**config.mk**
```make
export PLATFORM = sky130hd
export DESIGN_NAME = cmp_flag_unit_flat
export DESIGN_NICKNAME = d
export VERILOG_FILES = /design/src/rtl/cmp_flag_unit_if.sv /design/src/rtl/cmp_flag_unit.sv /design/src/flat_wrapper.sv
export SDC_FILE = /design/constraint.sdc
export NUM_CORES = 1
export LEC_CHECK = 0
export BUFFER_PORTS_ARGS = -buffer_cell sky130_fd_sc_hd__buf_2
export CAP_MARGIN = 5
export CELL_PAD_IN_SITES_DETAIL_PLACEMENT = 1
export CELL_PAD_IN_SITES_GLOBAL_PLACEMENT = 1
export CORE_UTILIZATION = 25
export CTS_CLUSTER_DIAMETER = 150
export DETAILED_ROUTE_END_ITERATION = 16
export PLACE_DENSITY_LB_ADDON = 0.1
export SYNTH_ARGS = -nofsm -noshare
export SYNTH_HDL_FRONTEND = slang
export SYNTH_SLANG_ARGS = --single-unit
```
**constraint.sdc**
```tcl
create_clock -name clk -period 2.7 [get_ports clk]
set_clock_uncertainty 0.2 [all_clocks]
set_input_delay 0.405 -clock clk [delete_from_list [all_inputs] [get_ports clk]]
set_output_delay 0.405 -clock clk [all_outputs]
set_load 0.05 [all_outputs]
```
**src/rtl/cmp_flag_unit_if.sv**
```systemverilog
// Request/result bundle for the nibble-serial compare flag unit.
// The master drives the opcode, operands and controls; the slave returns the flag and status.
interface cmp_flag_unit_if;
  logic [4:0]  alu_control;
  logic        start;
  logic [31:0] op_a;
  logic [31:0] op_b;
  logic        flag_clr;
  logic [1:0]  flag;
  logic        busy;
  logic        done;

  modport master (
    output alu_control, start, op_a, op_b, flag_clr,
    input  flag, busy, done
  );

  modport slave (
    input  alu_control, start, op_a, op_b, flag_clr,
    output flag, busy, done
  );
endinterface

```
**src/rtl/cmp_flag_unit.sv**
```systemverilog
// Nibble-serial magnitude comparator producing the 2-bit flag used by conditional MOV.
// Scans from the most significant nibble down and stops at the first difference.
module cmp_flag_unit (
  input  logic            clk,
  input  logic            reset,
  cmp_flag_unit_if.slave  bus
);

  typedef enum logic [1:0] {IDLE, SCAN, DONE} state_e;

  localparam logic [4:0] OP_CMP  = 5'b01100;
  localparam logic [4:0] OP_CMPU = 5'b01101;

  localparam logic [1:0] FLAG_NONE    = 2'b00;
  localparam logic [1:0] FLAG_EQUAL   = 2'b01;
  localparam logic [1:0] FLAG_LESS    = 2'b10;
  localparam logic [1:0] FLAG_GREATER = 2'b11;

  state_e      state_q, state_d;
  logic [2:0]  idx_q, idx_d;
  logic [31:0] a_q, a_d;
  logic [31:0] b_q, b_d;
  logic [1:0]  flag_q, flag_d;

  logic        valid_op;
  logic        is_signed;
  logic [3:0]  nib_a;
  logic [3:0]  nib_b;

  // NOTE: every signal written here gets a default first, so no path leaves it unassigned and no latch is inferred.
  always_comb begin
    state_d   = state_q;
    idx_d     = idx_q;
    a_d       = a_q;
    b_d       = b_q;
    flag_d    = flag_q;
    valid_op  = (bus.alu_control == OP_CMP) || (bus.alu_control == OP_CMPU);
    is_signed = (bus.alu_control == OP_CMP);
    nib_a     = a_q[{idx_q, 2'b00} +: 4];
    nib_b     = b_q[{idx_q, 2'b00} +: 4];

    unique case (state_q)
      IDLE: begin
        if (bus.flag_clr) flag_d = FLAG_NONE;
        if (bus.start && valid_op) begin
          // Flipping both sign bits maps two's-complement order onto unsigned order.
          a_d     = is_signed ? {~bus.op_a[31], bus.op_a[30:0]} : bus.op_a;
          b_d     = is_signed ? {~bus.op_b[31], bus.op_b[30:0]} : bus.op_b;
          idx_d   = 3'd7;
          state_d = SCAN;
        end
      end
      SCAN: begin
        if (nib_a != nib_b) begin
          flag_d  = (nib_a > nib_b) ? FLAG_GREATER : FLAG_LESS;
          state_d = DONE;
        end else if (idx_q == 3'd0) begin
          flag_d  = FLAG_EQUAL;
          state_d = DONE;
        end else begin
          idx_d   = idx_q - 3'd1;
        end
      end
      DONE:    state_d = IDLE;
      default: state_d = IDLE;
    endcase
  end

  // NOTE: state registers use non-blocking assignments so every flop samples pre-edge values.
  always_ff @(posedge clk or posedge reset) begin
    if (reset) begin
      state_q <= IDLE;
      idx_q   <= 3'd7;
      a_q     <= '0;
      b_q     <= '0;
      flag_q  <= FLAG_NONE;
    end else begin
      state_q <= state_d;
      idx_q   <= idx_d;
      a_q     <= a_d;
      b_q     <= b_d;
      flag_q  <= flag_d;
    end
  end

  assign bus.flag = flag_q;
  assign bus.busy = (state_q == SCAN);
  assign bus.done = (state_q == DONE);

endmodule

```
**src/flat_wrapper.sv**
```systemverilog
// flat-port wrapper written by rule: the top's interface ports become plain ports
module cmp_flag_unit_flat 
  (clk, reset, bus_alu_control, bus_start, bus_op_a, bus_op_b, bus_flag_clr, bus_flag, bus_busy, bus_done);
  cmp_flag_unit_if bus_i ();
  input  logic clk;
  input  logic reset;
  input wire logic [$bits(bus_i.alu_control)-1:0] bus_alu_control;
  input wire logic [$bits(bus_i.start)-1:0] bus_start;
  input wire logic [$bits(bus_i.op_a)-1:0] bus_op_a;
  input wire logic [$bits(bus_i.op_b)-1:0] bus_op_b;
  input wire logic [$bits(bus_i.flag_clr)-1:0] bus_flag_clr;
  output wire logic [$bits(bus_i.flag)-1:0] bus_flag;
  output wire logic [$bits(bus_i.busy)-1:0] bus_busy;
  output wire logic [$bits(bus_i.done)-1:0] bus_done;
  assign bus_i.alu_control = bus_alu_control;
  assign bus_i.start = bus_start;
  assign bus_i.op_a = bus_op_a;
  assign bus_i.op_b = bus_op_b;
  assign bus_i.flag_clr = bus_flag_clr;
  assign bus_flag = bus_i.flag;
  assign bus_busy = bus_i.busy;
  assign bus_done = bus_i.done;
  cmp_flag_unit u_core (.clk(clk), .reset(reset), .bus(bus_i));
endmodule
```
# After elaboration in Yosys (flattened, before gate mapping)

Index checks and enable logic that the tools add are counted.

Divide/modulo/power cells: 0
Multiply operators: 0
Reductions and logical operators: 9
Add/sub/neg operators: 1
Magnitude comparators: 1
Multiplexer cells: 15
Bitwise operators: 2
Equality and inequality tests: 10
Shift operators: 2

Operators by type and width:

| cell                  | number |
|---|---|
| $mux W32              | 2 |
| $shiftx A32 B6 Y4     | 2 |
| $mux W2               | 6 |
| $eq A5 B4 Y1 const B  | 2 |
| $mux W3               | 3 |
| $pmux W2 S2           | 2 |
| $ne A2 B2 Y1 const B  | 3 |
| $pmux W3 S2           | 1 |
| $gt A4 B4 Y1          | 1 |
| $ne A4 B4 Y1          | 1 |
| $reduce_and A2 Y1     | 2 |
| $reduce_and A4 Y1     | 1 |
| $logic_not A3 Y1      | 1 |
| $ne A3 B1 Y1 const B  | 1 |
| $reduce_and A3 Y1     | 1 |
| $sub A3 B1 Y3 const B | 1 |
| $eq A2 B1 Y1 const B  | 1 |
| $eq A2 B2 Y1 const B  | 1 |
| $logic_not A2 Y1      | 1 |
| $ne A2 B1 Y1 const B  | 1 |
| $not A1 Y1            | 2 |
| $reduce_bool A2 Y1    | 1 |
| $logic_and A1 B1 Y1   | 1 |
| $logic_or A1 B1 Y1    | 1 |
| $mux W1               | 1 |

Register bits: 71
Memory bits (read-only): 0
Bits in writable memories: 0
Bits in latches: 0
Input bits: 73
Memories: 0
Output and inout bits: 4
Word-level logic and storage cells: 45

# Longest topological paths before layout

Gate-level depths: netlist of the first run.

Depth in word-level cells: 5
Depth in mapped cells: 9

# Worst setup path before layout of the first run

No wires, ideal clock.

Kind: reg2reg
Start: reg u_core.idx_q[0]
End: reg u_core.flag_q[0], in the netlist u_core.bus.flag[0]
Stages on the path, launching flop included: 9
Slack: -0.160 ns
Period minus slack after synthesis: 2.860 ns
Required time: 2.375 ns
Arrival time: 2.535 ns
Path through: dfstp_2 > buf_6 > mux4_1 > mux2_2 > ha_1 > nand2b_1 > a2111oi_0 > a21oi_1 > mux2_2

Cells in the longest elaborated chain, start to end: 5
Elaborated cells between the ends (all ways): 10
Those cells by class: order compare (1); eq/ne (2); shift (2); mux (3); reduce/logical (2)

Ends and longest elaborated chain:

| item                                 | line                                     | RTL |
|---|---|---|
| from (decl)                          | cmp_flag_unit.sv:20                      | `logic [2:0] idx_q, idx_d;` |
| from (signal assigned)               | cmp_flag_unit.sv:79                      | `idx_q <= idx_d;` |
| $shiftx A32 B6 Y4 (on tied branches) | cmp_flag_unit.sv:39, cmp_flag_unit.sv:40 |  |
| $gt A4 B4 Y1                         | cmp_flag_unit.sv:55                      | `flag_d = (nib_a > nib_b) ? FLAG_GREATER : FLAG_LESS;` |
| $mux W1                              | cmp_flag_unit.sv:55                      |  |
| $mux W2                              | cmp_flag_unit.sv:54                      | `if (nib_a != nib_b) begin` |
| $pmux W2 S2                          | cmp_flag_unit.sv:42                      | `unique case (state_q)` |
| to (signal assigned)                 | cmp_flag_unit.sv:82                      | `flag_q <= flag_d;` |
| to (decl)                            | cmp_flag_unit.sv:23                      | `logic [1:0] flag_q, flag_d;` |

Several ways; a longest one is shown, not always the timed one.
A chain may end at the register's enable or synchronous reset.

# Final worst setup path of the first run

Ends and elaborated chain as after synthesis.

==> results of run 1 <==
-- stage by stage --
step,hold WS [ps],setup slack (ps),std cells
after floorplan,230,-31.1,345
after global placement,252,-171,591
after detailed placement,255,-261,591
after CTS,58.6,-218,613
after global routing,66.9,-308,612
final,63.4,-192,612
-- state kept, by name, indices dropped and copies added, names as in the netlist --
signal           flops
u_core.idx_q         3
u_core.bus.flag      2
u_core.b_q          32
u_core.state_q       2
u_core.a_q          32
-- area by class of cell --
class | count | area [um2] | share of cell area (%)
repair buffers | 94 | 576 | 12.7
flip-flops and latches | 71 | 1780 | 39.1
inverters | 5 | 18.8 | 0.413
well taps | 176 | 220 | 4.84
multi-input cells | 250 | 1600 | 35.1
clock inverters | 5 | 104 | 2.28
clock buffers | 11 | 253 | 5.56
-- power groups by stage --
| stage | clock, mW | sequential (mW) | combinational [mW] |
|---|---|---|---|
| detailed placement | 0 | 1.61 | 1.32 |
| global route | 1.46 | 1.66 | 1.92 |
| finish | 1.40 | 1.62 | 1.72 |
| floorplan | 0 | 1.51 | 0.990 |
| CTS | 1.43 | 1.61 | 1.66 |
| global placement | 0 | 1.63 | 1.28 |
-- placed cells by master (no fill, tap or decap), drive strengths merged --
| cell | Yosys | layout |
|---|---|---|
| a32oi | 1 | 1 |
| nor3 | 2 | 2 |
| bufinv | 0 | 3 |
| or2 | 1 | 1 |
| nand3 | 1 | 1 |
| dfstp | 3 | 3 |
| clkinv | 0 | 2 |
| dlygate4sd3 | 0 | 1 |
| nor2 | 5 | 5 |
| a31oi | 1 | 1 |
| nor2b | 2 | 2 |
| and4bb | 1 | 1 |
| a211oi | 1 | 1 |
| inv | 5 | 5 |
| dfrtp | 68 | 68 |
| a21boi | 1 | 1 |
| mux2 | 5 | 5 |
| clkbuf | 3 | 11 |
| a2bb2oi | 1 | 1 |
| ha | 6 | 6 |
| buf | 16 | 93 |
| o21ai | 4 | 4 |
| nand2b | 2 | 2 |
| mux4 | 16 | 16 |
| a2111oi | 1 | 1 |
| nand2 | 189 | 189 |
| xnor2 | 2 | 2 |
| a21oi | 2 | 2 |
| and3 | 1 | 1 |
| nand4 | 1 | 1 |
| mux2i | 4 | 4 |
-- worst max-delay path, cell delays in order, from the launching register on --
cell,delay [ps]
sky130_fd_sc_hd__dfstp_2,580
sky130_fd_sc_hd__buf_12,150
sky130_fd_sc_hd__mux4_2,490
sky130_fd_sc_hd__mux2_4,300
sky130_fd_sc_hd__ha_4,240
sky130_fd_sc_hd__buf_4,130
sky130_fd_sc_hd__a2111oi_4,360
sky130_fd_sc_hd__a21oi_2,50
sky130_fd_sc_hd__mux2_4,260
-- path summary, 6_finish.rpt --
path	slack (ps)	to
worst min register to register	260	u_core.b_q[13]
worst max register to register	-190	u_core.bus.flag[0]
worst max-delay path	-190	u_core.bus.flag[0]
min in group asynchronous	480	u_core.a_q[5]
worst min-delay path	60	u_core.b_q[21]
max in group asynchronous	1150	u_core.b_q[15]
-- cell families (layout without fill, tap and decap cells) --
family,after synthesis,count (layout)
and+or+nand+nor,205,205
buffers and inverters,24,115
DFF,71,71
adders and majority gates,6,6
xor gates and xnor gates,2,2
muxes,25,25
AOI/OAI and AO/OA,12,12
-- per-layer routing --
| metal | routed length, um | vias up | share of wire [%] |
|---|---|---|---|
| li1 | - | 1286 | - |
| met1 | 4600 | 1279 | 51 |
| met2 | 3880 | 50 | 43 |
| met3 | 316 | 10 | 3.5 |
| met4 | 130 | 0 | 1.5 |
| met5 | 0 | - | 0 |
-- what timing repair did --
action / in CTS / in global routing
gates resized for setup: 21 / 8
pin swaps: 9 / 6
endpoints found under the hold margin: 25 / 0
hold buffers: 1 / 0
setup endpoints to repair: 6 / 7
setup buffers: 6 / 0
cloned: 1 / 0
-- synthesized netlist by cell type, types with 2 or more instances --
cell type,instances
sky130_fd_sc_hd__nand2_1,189
sky130_fd_sc_hd__dfrtp_1,68
sky130_fd_sc_hd__mux4_2,9
sky130_fd_sc_hd__buf_2,7
sky130_fd_sc_hd__buf_4,7
sky130_fd_sc_hd__mux4_1,7
sky130_fd_sc_hd__ha_1,6
sky130_fd_sc_hd__inv_1,5
sky130_fd_sc_hd__mux2_2,5
sky130_fd_sc_hd__nor2_1,5
sky130_fd_sc_hd__mux2i_1,4
sky130_fd_sc_hd__o21ai_0,4
sky130_fd_sc_hd__clkbuf_1,3
sky130_fd_sc_hd__dfstp_2,3
sky130_fd_sc_hd__a21oi_1,2
sky130_fd_sc_hd__buf_6,2
sky130_fd_sc_hd__nand2b_1,2
sky130_fd_sc_hd__nor2b_1,2
sky130_fd_sc_hd__xnor2_1,2
==> impl_results.rst, run 1 <==
.. list-table::
   :header-rows: 1

   * - Metric
     - Value
   * - Result of the run
     - finished, violations left
   * - Failing checks
     - negative setup slack
   * - Insertion delay to the later sink of the worst-skew pair
     - 340 ps
   * - Number of antenna violations at the first check in global routing
     - 0
   * - Final WL
     - 8930 um
   * - Number of setup violations in the final report
     - 5
   * - Gr busiest metal
     - met2
   * - Number of global-route vias before repair
     - 2792
   * - Crit-path max FO
     - 7
   * - Pins over their slew limit
     - 0
   * - Synthesized-area fraction occupied by adder cells
     - 2.22%
   * - Total nets after synthesis
     - 424
   * - M2 GR Usage
     - 20.8%
   * - Final HPWL DP
     - 6520 um
   * - Hold path startpoint
     - bus_op_b[21]
   * - Async S/R FF share, synth
     - 100%
   * - Die Y-Extent
     - 118 um
   * - Largest net degree at the start of global routing
     - 67
   * - Met1 global-route usage
     - 20.3%
   * - Post-route clock period utilization
     - 107%
   * - Total power draw
     - 4.74 mW
   * - CP Data Arrival Time
     - 2910 ps
   * - Endpoint class of the critical path
     - flop
   * - Static leakage
     - 2.36 nW
   * - Number of antenna cells inserted
     - 0
   * - Synthesis Warnings
     - 0
   * - Number of flops mapped to enable cells by yosys
     - 0
   * - Part of the total power dissipated in sequential elements
     - 34.2%
   * - Final min period
     - 2890 ps
   * - Number of violations reported at the end of detailed-routing iteration 0
     - 95
   * - Areal power density over the cells
     - 1040 nW/um2
   * - Via count
     - 2625
   * - Overall routing resource usage
     - 14.1%
   * - Setup repair after global routing missed its margin
     - true
   * - Starting Density
     - 25.6%
   * - Post-synthesis simple-gate area fraction
     - 23.8%
   * - Crit path required time
     - 2720 ps
   * - Leading post-synthesis cells by cell area
     - sky130_fd_sc_hd__dfrtp_1, sky130_fd_sc_hd__nand2_1, sky130_fd_sc_hd__mux4_2, sky130_fd_sc_hd__mux4_1, sky130_fd_sc_hd__dfstp_2
   * - Net switching power
     - 1.43 mW
   * - Type of the worst setup path
     - flop to flop
   * - Clock-pin transition on the worst setup and hold timing paths
     - 60 ps
   * - Aggregate global routing overflow
     - 0
   * - Number of buffers on the longest clock path
     - 2
   * - Worst supply voltage drop on vdd
     - 415 uV
   * - Distinct cell type count after synthesis
     - 32
   * - Worst flop-to-flop path startpoint
     - u_core.idx_q[0]
   * - Sw frac
     - 30.2%
   * - Worst slew slack as a fraction of its limit
     - 59.4%
   * - CTS tree
     - done
   * - Fraction of layout instances using a drive strength above 1
     - 35.1%
   * - H-Tree Depth
     - 3
   * - Syn Std Cell Area
     - 3380 um2
   * - Part of the Yosys area used for sequential elements
     - 52.7%
   * - Number of cells on the worst hold path
     - 3
   * - TritonCTS buffer count
     - 9
   * - DRT antenna net count
     - 0
   * - Number of port buffers
     - 76
   * - Flop and latch count out of synthesis
     - 71
   * - Total placed instance area
     - 4030 um2
   * - First element of the critical path
     - u_core.idx_q[0]
   * - First-pass GRT wire length
     - 15100 um
   * - Share of power burned in combinational logic
     - 36.3%
   * - Hold Path Class
     - input port to flop
   * - Core outline area
     - 13200 um2
   * - Final number of hold-violating endpoints
     - 0
   * - Number of clock sinks
     - 71
   * - Instance count of the mapped netlist
     - 345
   * - M3 GR Usage
     - 3.14%
   * - Cell Rows
     - 42
   * - Top_reg_cell synth
     - sky130_fd_sc_hd__dfrtp_1
   * - Wire length per cell
     - 14.6 um
   * - Clock share of power
     - 29.5%
   * - Int Power
     - 3.31 mW
   * - Post-route DRC
     - 0
   * - Final worst slack
     - -192 ps
   * - Final-stage net count
     - 510
   * - RePlAce Congestion
     - 0.709
   * - Synthesized area divided by synthesized cell count
     - 9.79 um2
   * - Cell type with the largest total area after synthesis
     - sky130_fd_sc_hd__dfrtp_1
   * - Combinational family with the most area after synthesis
     - simple AND/OR/NAND/NOR gates
   * - Final Util
     - 34.5%
   * - Type of element launching the critical path
     - flop
   * - Overall die area
     - 14000 um2
   * - Total iterations of the first detailed-routing run
     - 4
   * - Proportion of netlist area held by the largest area contributor
     - 50.4%
   * - Cell area after layout
     - 4550 um2
   * - Slew of the pin with the lowest slew margin
     - 608 ps
   * - Final setup TNS
     - -654 ps
   * - Compound-Gate Fraction of Synth Area
     - 2.30%
   * - Worst R2R Path Depth
     - 8
   * - Proportion of synthesized area in mux cells
     - 14.3%
   * - Root Buffer
     - sky130_fd_sc_hd__clkbuf_16
   * - Xor/xnor share of the synthesized area
     - 0.519%
   * - # fillers
     - 1511
   * - Top-level I/O count
     - 77
   * - Area growth, synth to finish
     - 34.6%
   * - Routed vias/inst
     - 4.29
   * - Max Clock Freq
     - 346 MHz
   * - Max-cap violations
     - 0
   * - Die Width
     - 118 um
(Power assumes the default switching activity.)
==> inputs of run 2 (changes only) <==
clock period = 2.4 ns   (was 2.7 ns; I/O delays follow)
==> run 2 against run 1 <==
Worst setup slack lost 330 ps. Global-route usage shrank 0.14 points. Non-clock buffer count grew 4. Sequential power grew 11%. Power grew 8.5%. Core utilization is essentially flat. The run still ends with negative setup slack left. Cell area shrank 0.14%.
==> impl_results.rst, run 2 (synthesis gave the netlist of run 1 again) <==
.. list-table::
   :header-rows: 1

   * - Metric
     - Value
   * - Root Buffer
     - sky130_fd_sc_hd__clkbuf_16
   * - Final HPWL DP
     - 6590 um
   * - Number of clock sinks
     - 71
   * - Sw frac
     - 30.1%
   * - Crit-path max FO
     - 6
   * - Final worst slack
     - -523 ps
   * - Number of violations reported at the end of detailed-routing iteration 0
     - 73
   * - Post-route DRC
     - 0
   * - Wire length per cell
     - 14.5 um
   * - Result of the run
     - finished, violations left
   * - Number of global-route vias before repair
     - 2845
   * - DRT antenna net count
     - 0
   * - Number of setup violations in the final report
     - 7
   * - Final-stage net count
     - 514
   * - Starting Density
     - 25.6%
   * - Post-route clock period utilization
     - 122%
   * - Non-Filler Instances
     - 615
   * - RePlAce Congestion
     - 0.705
   * - Pins over their slew limit
     - 0
   * - Max Clock Freq
     - 342 MHz
   * - Endpoint class of the critical path
     - flop
   * - Area growth, synth to finish
     - 34.4%
   * - Largest net degree at the start of global routing
     - 67
   * - Hold Path Class
     - input port to flop
   * - Top library cells by usage in the layout, fill and taps aside
     - sky130_fd_sc_hd__nand2_1, sky130_fd_sc_hd__buf_2, sky130_fd_sc_hd__dfrtp_1
   * - Registers with the most flip-flops
     - u_core.a_q: 32 flops, u_core.b_q: 32 flops, u_core.idx_q: 3 flops
   * - Part of the total power dissipated in sequential elements
     - 35.0%
   * - Number of antenna cells inserted
     - 0
   * - First-pass GRT wire length
     - 15000 um
   * - Number of antenna violations at the first check in global routing
     - 0
   * - Placed instance count
     - 594
   * - CP Data Arrival Time
     - 2940 ps
   * - Via count
     - 2651
   * - Die Y-Extent
     - 118 um
   * - Share of power burned in combinational logic
     - 37.4%
   * - H-Tree Depth
     - 3
   * - Worst supply voltage drop on vdd
     - 439 uV
   * - Int Power
     - 3.60 mW
   * - Areal power density over the cells
     - 1130 nW/um2
   * - Clock share of power
     - 27.6%
   * - TritonCTS buffer count
     - 9
   * - Most common cell after layout, fill and taps aside
     - sky130_fd_sc_hd__nand2_1
   * - Insertion delay to the later sink of the worst-skew pair
     - 340 ps
   * - Number of port buffers
     - 76
   * - Die Width
     - 118 um
   * - Failing checks
     - negative setup slack
   * - Total iterations of the first detailed-routing run
     - 4
   * - Number of buffers on the longest clock path
     - 2
   * - CTS tree
     - done
   * - Top-level I/O count
     - 77
   * - Net switching power
     - 1.55 mW
   * - Max-cap violations
     - 0
   * - Fraction of layout instances using a drive strength above 1
     - 34.6%
   * - Setup repair after global routing missed its margin
     - true
   * - Cell Rows
     - 42
   * - Overall routing resource usage
     - 14.0%
   * - Aggregate global routing overflow
     - 0
   * - Overall die area
     - 14000 um2
   * - Core outline area
     - 13200 um2
   * - Type of the worst setup path
     - flop to flop
   * - Type of element launching the critical path
     - flop
   * - Crit path required time
     - 2410 ps
   * - Total power draw
     - 5.14 mW
   * - Final number of hold-violating endpoints
     - 0
   * - Slew of the pin with the lowest slew margin
     - 578 ps
   * - Cell with the largest stage delay on the worst path
     - sky130_fd_sc_hd__dfstp_2
   * - Final WL
     - 8920 um
   * - Routed vias/inst
     - 4.31
   * - Final min period
     - 2920 ps
   * - Highest cell delay on the worst timing path
     - 600 ps
   * - Cell-by-cell listing of the critical path
     - clkbuf_16 > buf_4 > mux4_2 > mux2i_4 > ha_4 > nand2b_4 > a2111oi_4 > a21oi_1 > mux2_2
   * - Static leakage
     - 2.36 nW
   * - Clock-pin transition on the worst setup and hold timing paths
     - 60 ps
   * - Worst slew slack as a fraction of its limit
     - 61.4%
run 2: per-stage QoR:
stage / cell area, um2 / setup WS, ps / utilization, % / hold WS, ps / setup TNS, ps
final: 4540 / -523 / 34.4 / 18.5 / -2720
after global routing: 4540 / -625 / 34.4 / 13.3 / -3550
after CTS: 4440 / -529 / 33.7 / 8.40 / -3010
after detailed placement: 4070 / -557 / 30.8 / 256 / -2970
after global placement: 4070 / -482 / 30.8 / 250 / -2560
after floorplan: 3400 / -331 / - / 230 / -1320
run 2: metal layers:
layer / global-route usage [%] / vias to the layer above / part of all wire (%)
met5: 0 / - / 0
met3: 4.44 / 6 / 4.4
met4: 4.09 / 0 / 1.1
met1: 18.3 / 1295 / 48
li1: - / 1290 / -
met2: 22.0 / 60 / 46
run 2: layout make-up:
cell class	count	area, um2
tap	176	220
sequential	71	1780
fill	1509	8650
multi-input combinational	250	1570
timing repair buffer	98	641
clock inverter	3	67.6
clock buffer	12	246
inverter	5	18.8
run 2: path summary, 6_finish.rpt:
check	from	slack, ps	cells past startpoint	endpoint
max	u_core.idx_q[0]	-520	9	u_core.bus.flag[0]
min	bus_op_b[29]	20	3	u_core.b_q[29]
max reg2reg	u_core.idx_q[0]	-520	9	u_core.bus.flag[0]
min reg2reg	u_core.b_q[6]	260	2	u_core.b_q[6]
max in group asynchronous	reset	1020	4	u_core.bus.flag[0]
min in group asynchronous	reset	420	3	u_core.a_q[5]
run 2: power groups by stage:
stage	logic, mW	clock network, mW	registers, mW
after floorplan	1.11	0	1.69
after global placement	1.51	0	1.81
after detailed placement	1.58	0	1.80
after CTS	1.73	1.47	1.79
after global routing	2.14	1.52	1.85
final	1.93	1.42	1.80
run 2: timing repair:
item,4_1_cts,5_1_grt
buffers inserted,4,1
pin swaps,0,2
resized for setup,2,19
endpoints found under the setup margin,7,7
hold buffers,1,0
hold endpoints to repair,19,0
cloned,0,1
run 2: critical path, delay by kind of cell (launching register included):
kind,cells,cell delay [ps]
simple gates,1,140
mux,3,1000
compound gates,2,350
flops,1,600
buf+inv,2,270
fa+ha+maj,1,230
==> inputs of run 3 (changes only) <==
CORE_UTILIZATION = 37   (was 25)
CTS_CLUSTER_SIZE = 10   (was not set)
REMOVE_ABC_BUFFERS = 1   (was not set)
==> run 3 against run 2 <==
Register-to-register slack lost 98 ps. The run still ends with negative setup slack left. Clock-buffer cell count is the same. First-iteration DRC count shrank 51%. Routed wire length shrank 5.4%. Largest cell class unchanged. Highest routed layer unchanged. Cell area shrank 1.1%. Combinational power is essentially flat.
==> impl_results.rst, run 3 (synthesis gave the netlist of run 1 again) <==
.. list-table::
   :header-rows: 1

   * - Metric
     - Value
   * - Via count
     - 2732
   * - Worst R2R Path Depth
     - 8
   * - Endpoint class of the critical path
     - flop
   * - Root Buffer
     - sky130_fd_sc_hd__clkbuf_8
   * - CP Data Arrival Time
     - 3050 ps
   * - Top-level I/O count
     - 77
   * - Worst flop-to-flop path endpoint
     - u_core.bus.flag[0]
   * - Result of the run
     - finished, violations left
   * - Largest net degree at the start of global routing
     - 51
   * - Post-route clock period utilization
     - 126%
   * - Number of violations reported at the end of detailed-routing iteration 0
     - 36
   * - Crit-path max FO
     - 5
   * - Cell Rows
     - 34
   * - Overall routing resource usage
     - 19.8%
   * - Starting Density
     - 38.5%
   * - Areal power density over the cells
     - 1040 nW/um2
   * - Pins over their slew limit
     - 0
   * - Slew of the pin with the lowest slew margin
     - 594 ps
   * - Pre-CTS setup slack
     - -641 ps
   * - Top library cells by usage in the layout, fill and taps aside
     - sky130_fd_sc_hd__nand2_1, sky130_fd_sc_hd__buf_2, sky130_fd_sc_hd__dfrtp_1
   * - Final worst slack
     - -621 ps
   * - Number of buffers on the longest clock path
     - 2
   * - First-pass GRT wire length
     - 14800 um
   * - # fillers
     - 1043
   * - Fraction of layout instances using a drive strength above 1
     - 35.4%
   * - WHS Endpoint
     - u_core.a_q[7]
   * - Worst supply voltage drop on vdd
     - 385 uV
   * - DRT antenna net count
     - 0
   * - FF+latch area
     - 1780 um2
   * - RePlAce Congestion
     - 0.716
   * - Type of element launching the critical path
     - flop
   * - H-Tree Depth
     - 3
   * - Worst slew slack as a fraction of its limit
     - 60.4%
   * - TritonCTS buffer count
     - 9
   * - Crit path required time
     - 2430 ps
   * - Post-route DRC
     - 0
   * - Die Y-Extent
     - 97.6 um
   * - Number of cells on the worst hold path
     - 3
   * - Max Clock Freq
     - 331 MHz
   * - Number of port buffers
     - 76
   * - Final WL
     - 8440 um
   * - Registers with the most flip-flops
     - u_core.a_q: 32 flops, u_core.b_q: 32 flops, u_core.idx_q: 3 flops
   * - Hold path startpoint
     - bus_op_a[7]
   * - Failing checks
     - negative setup slack
   * - Insertion delay to the later sink of the worst-skew pair
     - 340 ps
   * - Die Width
     - 97.6 um
   * - CTS tree
     - done
   * - Final-stage net count
     - 532
   * - Number of antenna cells inserted
     - 0
   * - Total power draw
     - 4.66 mW
   * - Hold Path Class
     - input port to flop
   * - Setup repair after global routing missed its margin
     - true
   * - Number of setup violations in the final report
     - 7
   * - Core outline area
     - 8760 um2
   * - Number of clock sinks
     - 71
   * - Total iterations of the first detailed-routing run
     - 4
   * - Worst flop-to-flop path startpoint
     - u_core.idx_q[0]
   * - Final worst hold slack
     - 6.78 ps
   * - Routed vias/inst
     - 4.83
   * - Combined area of the multi-input logic cells
     - 1570 um2
   * - Number of global-route vias before repair
     - 2989
   * - Final min period
     - 3020 ps
   * - Wire length per cell
     - 14.9 um
   * - Type of the worst setup path
     - flop to flop
   * - Most common cell after layout, fill and taps aside
     - sky130_fd_sc_hd__nand2_1
   * - Final number of hold-violating endpoints
     - 0
   * - Number of antenna violations at the first check in global routing
     - 0
   * - Static leakage
     - 2.38 nW
   * - Reg2reg setup slack
     - -620 ps
   * - Aggregate global routing overflow
     - 0
   * - Final HPWL DP
     - 5770 um
   * - Area growth, synth to finish
     - 33.0%
   * - Clock-pin transition on the worst setup and hold timing paths
     - 70 ps
   * - Final setup TNS
     - -3720 ps
   * - Overall die area
     - 9520 um2
   * - Max-cap violations
     - 0
[run 3: cell types whose count changed in the layout (fill, tap and decap cells not counted), sizes merged]
cell         delta
dlygate4sd3    +11
clkinvlp        -1
buf             +7
clkinv          +3
bufinv          -1
[run 3: report_power, final]
part | internal, mW | switching (mW) | leakage (nW) | total [mW]
Combinational | 1.11 | 0.829 | 1.38 | 1.94
Clock | 0.504 | 0.433 | 0.100 | 0.937
Sequential | 1.54 | 0.239 | 0.899 | 1.78
Total | 3.16 | 1.50 | 2.38 | 4.66
[run 3: how the worst max path moves through the flow]
stage	start	to	cells past startpoint
floorplan	u_core.idx_q[0]	u_core.bus.flag[0]	7
global placement	u_core.idx_q[0]	u_core.idx_q[1]	8
detailed placement	u_core.idx_q[0]	u_core.idx_q[1]	8
CTS	u_core.idx_q[0]	u_core.bus.flag[0]	8
global route	u_core.idx_q[0]	u_core.bus.flag[0]	8
finish	u_core.idx_q[0]	u_core.bus.flag[0]	8
[run 3: area by class of cell]
cell class                      count  share of cell area [%]
Sequential cell                    71                    39.6
Multi-Input combinational cell    250                    34.8
Timing Repair Buffer              116                    17.9
Clock buffer                       12                    3.23
Tap cell                          108                    3.01
Clock inverter                      4                    1.00
Inverter                            5                   0.418
[run 3: through the flow]
step	cells	area, um2	util [%]
2_1_floorplan	326	3260	-
3_3_place_gp	531	4000	45.6
3_5_place_dp	531	4000	45.6
4_1_cts	566	4490	51.2
5_1_grt	566	4490	51.3
6_report	566	4490	51.3
[run 3: worst max-delay path: stages (launching register included)]
cell	delay (ps)
sky130_fd_sc_hd__dfstp_2	660
sky130_fd_sc_hd__clkbuf_16	190
sky130_fd_sc_hd__mux4_2	500
sky130_fd_sc_hd__mux2_4	290
sky130_fd_sc_hd__ha_4	270
sky130_fd_sc_hd__nand4_1	210
sky130_fd_sc_hd__nor2_2	220
sky130_fd_sc_hd__nor2_2	70
sky130_fd_sc_hd__mux2_4	290
[run 3: repair_timing]
item / CTS / global route
setup endpoints to repair: 7 / 7
pin swaps: 6 / 5
cloned: 1 / 0
setup buffers: 8 / 1
hold buffers: 12 / 0
hold endpoints to repair: 30 / 0
gates resized for setup: 31 / 5
[run 3: layer usage]
metal	up-vias	global-route usage, %	wire length, um
li1	1333	-	-
met1	1330	25.6	3930
met2	55	32.5	4080
met3	14	3.67	259
met4	0	8.37	168
met5	-	0	0
